File: src/rtl/tag_ct_coalescer.sv
// Tag/count coalescer between the spike generator array and the tag router.
// Merges back-to-back same-tag events into one summed event and flushes on unit_pulse.
module tag_ct_coalescer #(
    parameter int Ntag    = 11,
    parameter int Nct     = 10,
    parameter int MaxHold = 64
) (
    input  logic            clk,
    input  logic            reset,
    input  logic            unit_pulse,
    input  logic            coalesce_en,
    input  logic            in_v,
    input  logic [Ntag-1:0] in_tag,
    input  logic [Nct-1:0]  in_ct,
    output logic            in_a,
    output logic            out_v,
    output logic [Ntag-1:0] out_tag,
    output logic [Nct-1:0]  out_ct,
    input  logic            out_a
);
    localparam int            HW        = $clog2(MaxHold);
    localparam logic [HW-1:0] HOLD_LAST = HW'(MaxHold - 1);
    localparam logic [Nct:0]  CT_MAX    = {1'b0, {Nct{1'b1}}};

    typedef enum logic [1:0] {EMPTY, ACCUM, FLUSH} state_t;

    state_t          state, state_d;
    logic [Ntag-1:0] p_tag, p_tag_d;
    logic [Nct-1:0]  p_ct, p_ct_d;
    logic [HW-1:0]   hold_ctr, hold_d;
    logic [Nct:0]    sum;
    logic            o_free, merge, accept, load_o;

    assign o_free = !out_v || out_a;
    // One extra bit on the sum so an overflowing merge is refused instead of wrapping.
    assign sum    = {1'b0, p_ct} + {1'b0, in_ct};
    assign merge  = coalesce_en && (state != EMPTY) && (in_tag == p_tag) && (sum <= CT_MAX);

    always_comb begin
        // NOTE: every variable gets a default first, so no path through the case infers a latch.
        state_d = state;
        p_tag_d = p_tag;
        p_ct_d  = p_ct;
        hold_d  = hold_ctr;
        load_o  = 1'b0;
        in_a    = 1'b0;

        unique case (state)
            EMPTY:   in_a = 1'b1;
            ACCUM:   in_a = merge || o_free;
            default: in_a = 1'b0;
        endcase
        if (!reset) in_a = 1'b0;
        accept = in_v && in_a;

        unique case (state)
            EMPTY: begin
                if (accept && in_ct != '0) begin
                    p_tag_d = in_tag;
                    p_ct_d  = in_ct;
                    hold_d  = '0;
                    state_d = ACCUM;
                end
            end
            ACCUM: begin
                if (accept) begin
                    // Zero-count events are swallowed without touching the pending entry.
                    if (in_ct != '0) begin
                        if (merge) begin
                            p_ct_d = sum[Nct-1:0];
                        end else begin
                            load_o  = 1'b1;
                            p_tag_d = in_tag;
                            p_ct_d  = in_ct;
                            hold_d  = '0;
                        end
                    end
                end else if (hold_ctr == HOLD_LAST) begin
                    if (o_free) begin
                        load_o  = 1'b1;
                        state_d = EMPTY;
                    end
                end else begin
                    hold_d = hold_ctr + 1'b1;
                end
            end
            default: begin
                if (o_free) begin
                    load_o  = 1'b1;
                    state_d = EMPTY;
                end
            end
        endcase

        if (unit_pulse && state_d != EMPTY) state_d = FLUSH;
    end

    always_ff @(posedge clk) begin
        if (!reset) begin
            // NOTE: payload registers are reset as well, since out_tag/out_ct must read zero after reset.
            state    <= EMPTY;
            p_tag    <= '0;
            p_ct     <= '0;
            hold_ctr <= '0;
            out_v    <= 1'b0;
            out_tag  <= '0;
            out_ct   <= '0;
        end else begin
            // NOTE: non-blocking assignments so every register samples the pre-edge values.
            state    <= state_d;
            p_tag    <= p_tag_d;
            p_ct     <= p_ct_d;
            hold_ctr <= hold_d;
            if (o_free) begin
                out_v <= load_o;
                if (load_o) begin
                    out_tag <= p_tag;
                    out_ct  <= p_ct;
                end
            end
        end
    end
endmodule

File: config.mk
export PLATFORM = sky130hd
export DESIGN_NAME = tag_ct_coalescer
export DESIGN_NICKNAME = d
export VERILOG_FILES = /design/src/rtl/tag_ct_coalescer.sv
export SDC_FILE = /design/constraint.sdc
export NUM_CORES = 1
export LEC_CHECK = 0
export ABC_AREA = 1
export CAP_MARGIN = 40
export CORE_ASPECT_RATIO = 1.2
export CORE_MARGIN = 3
export CORE_UTILIZATION = 40
export DETAILED_ROUTE_END_ITERATION = 7
export MAX_ROUTING_LAYER = met4
export PLACE_DENSITY = 0.66
export SETUP_SLACK_MARGIN = 0.1
export SLEW_MARGIN = 10
export SYNTH_ARGS = -nofsm -noshare
export SYNTH_HDL_FRONTEND = slang
export SYNTH_SLANG_ARGS = --single-unit
File: constraint.sdc
create_clock -name clk -period 4.2 [get_ports clk]
set_input_delay 0.84 -clock clk [delete_from_list [all_inputs] [get_ports clk]]
set_output_delay 0.84 -clock clk [all_outputs]
set_load 0.01 [all_outputs]
# --- Word-level counts from Yosys, hierarchy flattened ---
# Index checks and enable logic that the tools add are counted.
op_classes:
  n_addsub: 2
  n_lt_le_gt_ge: 1
  n_eq_ne: 10
  mux: 30
  bitwise_logic: 1
  reduce_logical: 19
op_table:
  columns: ["op", "count"]
  rows:
  - ["two-way mux 11 bit", 4]
  - ["two-way mux 10 bit", 4]
  - ["two-way mux 6 bit", 5]
  - ["case mux 11 bit (2 select lines)", 1]
  - ["case mux 10 bit (2 select lines)", 1]
  - ["case mux 6 bit (2 select lines)", 1]
  - ["adder 10 x 10 -> 11 bit", 1]
  - ["equality test 11 bit", 1]
  - ["<= comparator 11 x 10 -> 1 bit (second input constant)", 1]
  - ["two-way mux 2 bit", 5]
  - ["AND reduction 5 bit", 2]
  - ["nonzero test 10 bit", 1]
  - ["!= test 3 bit (second input constant)", 3]
  - ["!= test 2 bit (second input constant)", 4]
  - ["adder 6 x 1 -> 6 bit (second input constant)", 1]
  - ["equality test 6 bit (second input constant)", 1]
  - ["logical AND 1 bit", 6]
  - ["two-way mux 1 bit", 6]
  - ["nonzero test 2 bit", 3]
  - ["case mux 1 bit (2 select lines)", 2]
  - ["case mux 2 bit (2 select lines)", 1]
  - ["AND reduction 4 bit", 1]
  - ["equality test 2 x 1 -> 1 bit (second input constant)", 1]
  - ["logical NOT 2 bit", 1]
  - ["other kinds (5)", 6]
word_totals:
  register_bits: 51
  output_inout_bits: 23
  elab_cells: 71

# --- Logic depth before layout (Yosys ltp) ---
logic_depth:
  depth_word: 14
  ltp_mapped: 17
  depth_no_buf: 17

# --- Least setup slack after synthesis ---
# Ideal clock, no wire load.
synth_timing:
  kind: "input to output"
  from: "in in_ct[5]"
  to: "out in_a"
  arrival_time_ns: 1.915
  required_time_ns: 3.360
  setup_slack_ns: 1.445
  cell_stages: 6
  cell_sequence: "ha_1 a21oi_1 nand3_2 nand2_1 nand3_1 a21boi_1"
synth_via:
  elab_chain_len: 6
synth_lines:
  columns: ["item", "line", "text"]
  rows:
  - ["start: declaration", "14", "input logic [Nct-1:0] in_ct,"]
  - ["adder 10 x 10 -> 11 bit", "36", "assign sum = {1'b0, p_ct} + {1'b0, in_ct};"]
  - ["<= comparator 11 x 10 -> 1 bit", "37", "assign merge = coalesce_en && (state != EMPTY) && (in_tag == p_tag) && (sum <= CT_MAX);"]
  - ["logical AND 1 bit", "37", null]
  - ["logical OR 1 bit", "50", "ACCUM: in_a = merge || o_free;"]
  - ["case mux 1 bit (2 select lines)", "48", "unique case (state)"]
  - ["two-way mux 1 bit", "53", "if (!reset) in_a = 1'b0;"]
  - ["end: declaration", "15", "output logic in_a,"]
# Every way passes these cells.

# --- Worst setup path after layout ---
layout_timing:
  from: "in in_ct[3]"
  to: "out in_a"
# Same word-level chain as after synthesis.

==> metrics.yaml <==
sta:
  maxSlewViolCount: 0
  fmax_mhz: 255
  setup_tns_ns: 0
  worst_pin_slew_ns: 0.500
  fin_crit_sh_pct: 93.4
  fin_crit_ns: 3.92
  hold_viol: 0
  slew_headroom_pct: 66.6
  fin_skew_ns: 0.00853
  setup_viol_count_final: 0
  rsz0062_at_grt: "no"
grt:
  grt_pass1_vias: 2851
  grt_max_degree: 44
  gr-total-overflow: 0
  grtUsageTotal_pct: 18.1
  antenna_found_initial: 0
  grt_pass1_wl_um: 12800
hold_path:
  hold_class: "flip-flop to flip-flop"
  hold_path_end: "p_tag[6]$_SDFFE_PN0P_"
  whs_path_depth: 2
  hp-start: "p_tag[6]$_SDFFE_PN0P_"
worst_setup_path:
  cp.required_ns: 3.36
  crit_type: "input pin to output port"
  worstReg2RegEnd: "p_tag[3]$_SDFFE_PN0P_"
  crit_path_start_kind: "input pin"
  r2r-start: "p_ct[4]$_SDFFE_PN0P_"
  arrival_ns: 3.08
  endpoint_kind: "output port"
  crit_path_max_fanout: 6
  rrSetupSlack_ns: 1.50
  ff2ff_path_depth: 13
clock_network:
  cts-root-buf: "clkbuf_8"
  postCtsHoldBufs: 0
  ctsResizeCount: 0
  cts_buffers: 5
  cts_tree: "done"
  cts_sinks: 51
  ctsHtreeMaxLevel: 2
  clockBufferDepth: 2
  worstSkewPairLatency_ns: 0.30
  clk_pin_slew_ns: 0.10
  cts_setup_buffers: 0
place:
  gp_congestion: 0.842
  placed_cell_area_um2: 3660
  dpl.hpwl_um: 5690
  place_inst: 616
  place.port_buffers: 49
logic_synthesis:
  yosysWarningCount: 0
  syn_area_um2: 3110
  syn_nets: 530
  synth-seq-area-share_pct: 32.8
  syn_area_per_cell_um2: 6.33
  synth_ff_type: "dfxtp_1"
  async_flop_share_pct: 0
  yosysUniqueCellTypes: 33
  ys_ff_latch: 51
  synth_edf_count: 0
  synthCells: 491
die:
  fp.dieW_um: 86.5
  design.core.area_um2: 7400
  row_count: 34
  design.die.area_um2: 8870
  die_y_um: 103
  initial_utilization_pct: 42.0
  io_pins: 50
run_status:
  status: "finished, final reports clean"
detailed_routing:
  viasPerCell: 4.97
  dr.pass1.iters: 4
  routed-via-count: 3096
  ant_nets: 0
  drc: 0
  wl_per_cell_um: 12.3
  first_iter_violations: 166
  drt_wl_total_um: 7640
cells_and_area:
  syn2layout_area_growth_pct: 21.0
  fin_cells: 623
  fin_nets: 572
  fin_area_um2: 3760
  layout_common_cells: "118 x nand2_1, 73 x inv_1, 64 x nor2_1"
  final_common_cell: "nand2_1"
  antenna_cells: 0
  final_layout_size_suffix_gt1_share_pct: 3.75
  final_util_pct: 50.8
job:
  maxCapViolCount: 0
power:
  power_density_nw_per_um2: 305
  p_leak_nw: 1.81
  ir_drop_v: 0.000163
sequential cells by signal, indices dropped and copies added (netlist names):
signal	cells
out_tag	11
p_tag	11
out_ct	10
p_ct	10
hold_ctr	6
state	2
out_v	1
cell families (layout without fill, tap and decap cells):
| kind of cell | count (synthesis) | count (layout) | share of synthesized area (%) |
|---|---|---|---|
| AO/OA/AOI/OAI | 91 | 91 | 15.5 |
| XOR/XNOR | 8 | 8 | 2.25 |
| adder cells (fa/ha/maj) | 12 | 12 | 5.07 |
| buffers and inverters | 93 | 135 | 12.2 |
| flip-flops | 51 | 51 | 32.8 |
| multiplexers | 1 | 1 | 0.322 |
| AND/OR/NAND/NOR | 235 | 235 | 31.8 |
routing by layer:
metal / share of wire [%] / GRT usage (%) / up-vias
met4: 1.3 / 4.44 / 0
met2: 48 / 31.4 / 72
li1: - / - / 1637
met1: 45 / 22.3 / 1380
met3: 5.3 / 2.32 / 7
met5: 0 / - / -
where the power goes:
group | internal (mW) | leakage (nW) | switching, mW
combinational | 0.120 | 1.34 | 0.148
clock | 0.174 | 0.0502 | 0.167
sequential | 0.516 | 0.417 | 0.0220
how the worst max path moves through the flow:
stage | startpoint | to | slack, ns | cells past startpoint
finish | in_ct[3] | in_a | 0.28 | 10
global route | in_ct[7] | in_a | 0.11 | 10
CTS | in_ct[0] | in_a | 0.29 | 11
detailed placement | in_ct[3] | in_a | 0.29 | 10
global placement | in_ct[5] | in_a | 0.31 | 8
floorplan | in_ct[5] | in_a | 1.44 | 6
Yosys cell counts (2+ instances only):
library cell / instances / area [um2]
nor2_1: 64 / 240
nand3_1: 34 / 170
clkbuf_1: 7 / 26.3
nand4_1: 4 / 25.0
nor3_1: 3 / 15.0
buf_4: 2 / 15.0
a31oi_1: 5 / 31.3
buf_6: 2 / 22.5
nand3_2: 3 / 30.0
nand2_1: 118 / 443
o21ai_0: 26 / 130
inv_1: 73 / 274
o21bai_1: 2 / 15.0
a211oi_1: 3 / 22.5
buf_2: 6 / 30.0
nand3b_1: 3 / 22.5
nand2_2: 3 / 18.8
a21oi_1: 52 / 260
dfxtp_1: 51 / 1020
xor2_1: 7 / 61.3
ha_1: 11 / 138
final cells by class:
cell class	instances	area [um2]
Clock buffer	5	68.8
Clock inverter	2	37.5
Fill cell	761	3640
Inverter	75	282
Multi-Input combinational cell	347	1710
Sequential cell	51	1020
Tap cell	90	113
Timing Repair Buffer	53	533
metrics by stage:
step / total power, mW / hold slack [ns] / worst slack (ns)
after floorplan: 0.718 / 0.456 / 1.44
after global placement: 0.814 / 0.471 / 0.313
after detailed placement: 0.819 / 0.481 / 0.294
after CTS: 1.16 / 0.495 / 0.288
after global routing: 1.22 / 0.514 / 0.114
final: 1.15 / 0.491 / 0.279
critical path: stages:
cell	delay, ns
clkdlybuf4s50_1	0.45
ha_1	0.40
nand2_1	0.09
nand2_1	0.07
nand2_1	0.10
nand3_2	0.12
nand2_1	0.10
nand3_1	0.10
a21boi_1	0.23
clkdlybuf4s50_1	0.58
Note: power is estimated with default switching activity, not from simulation.
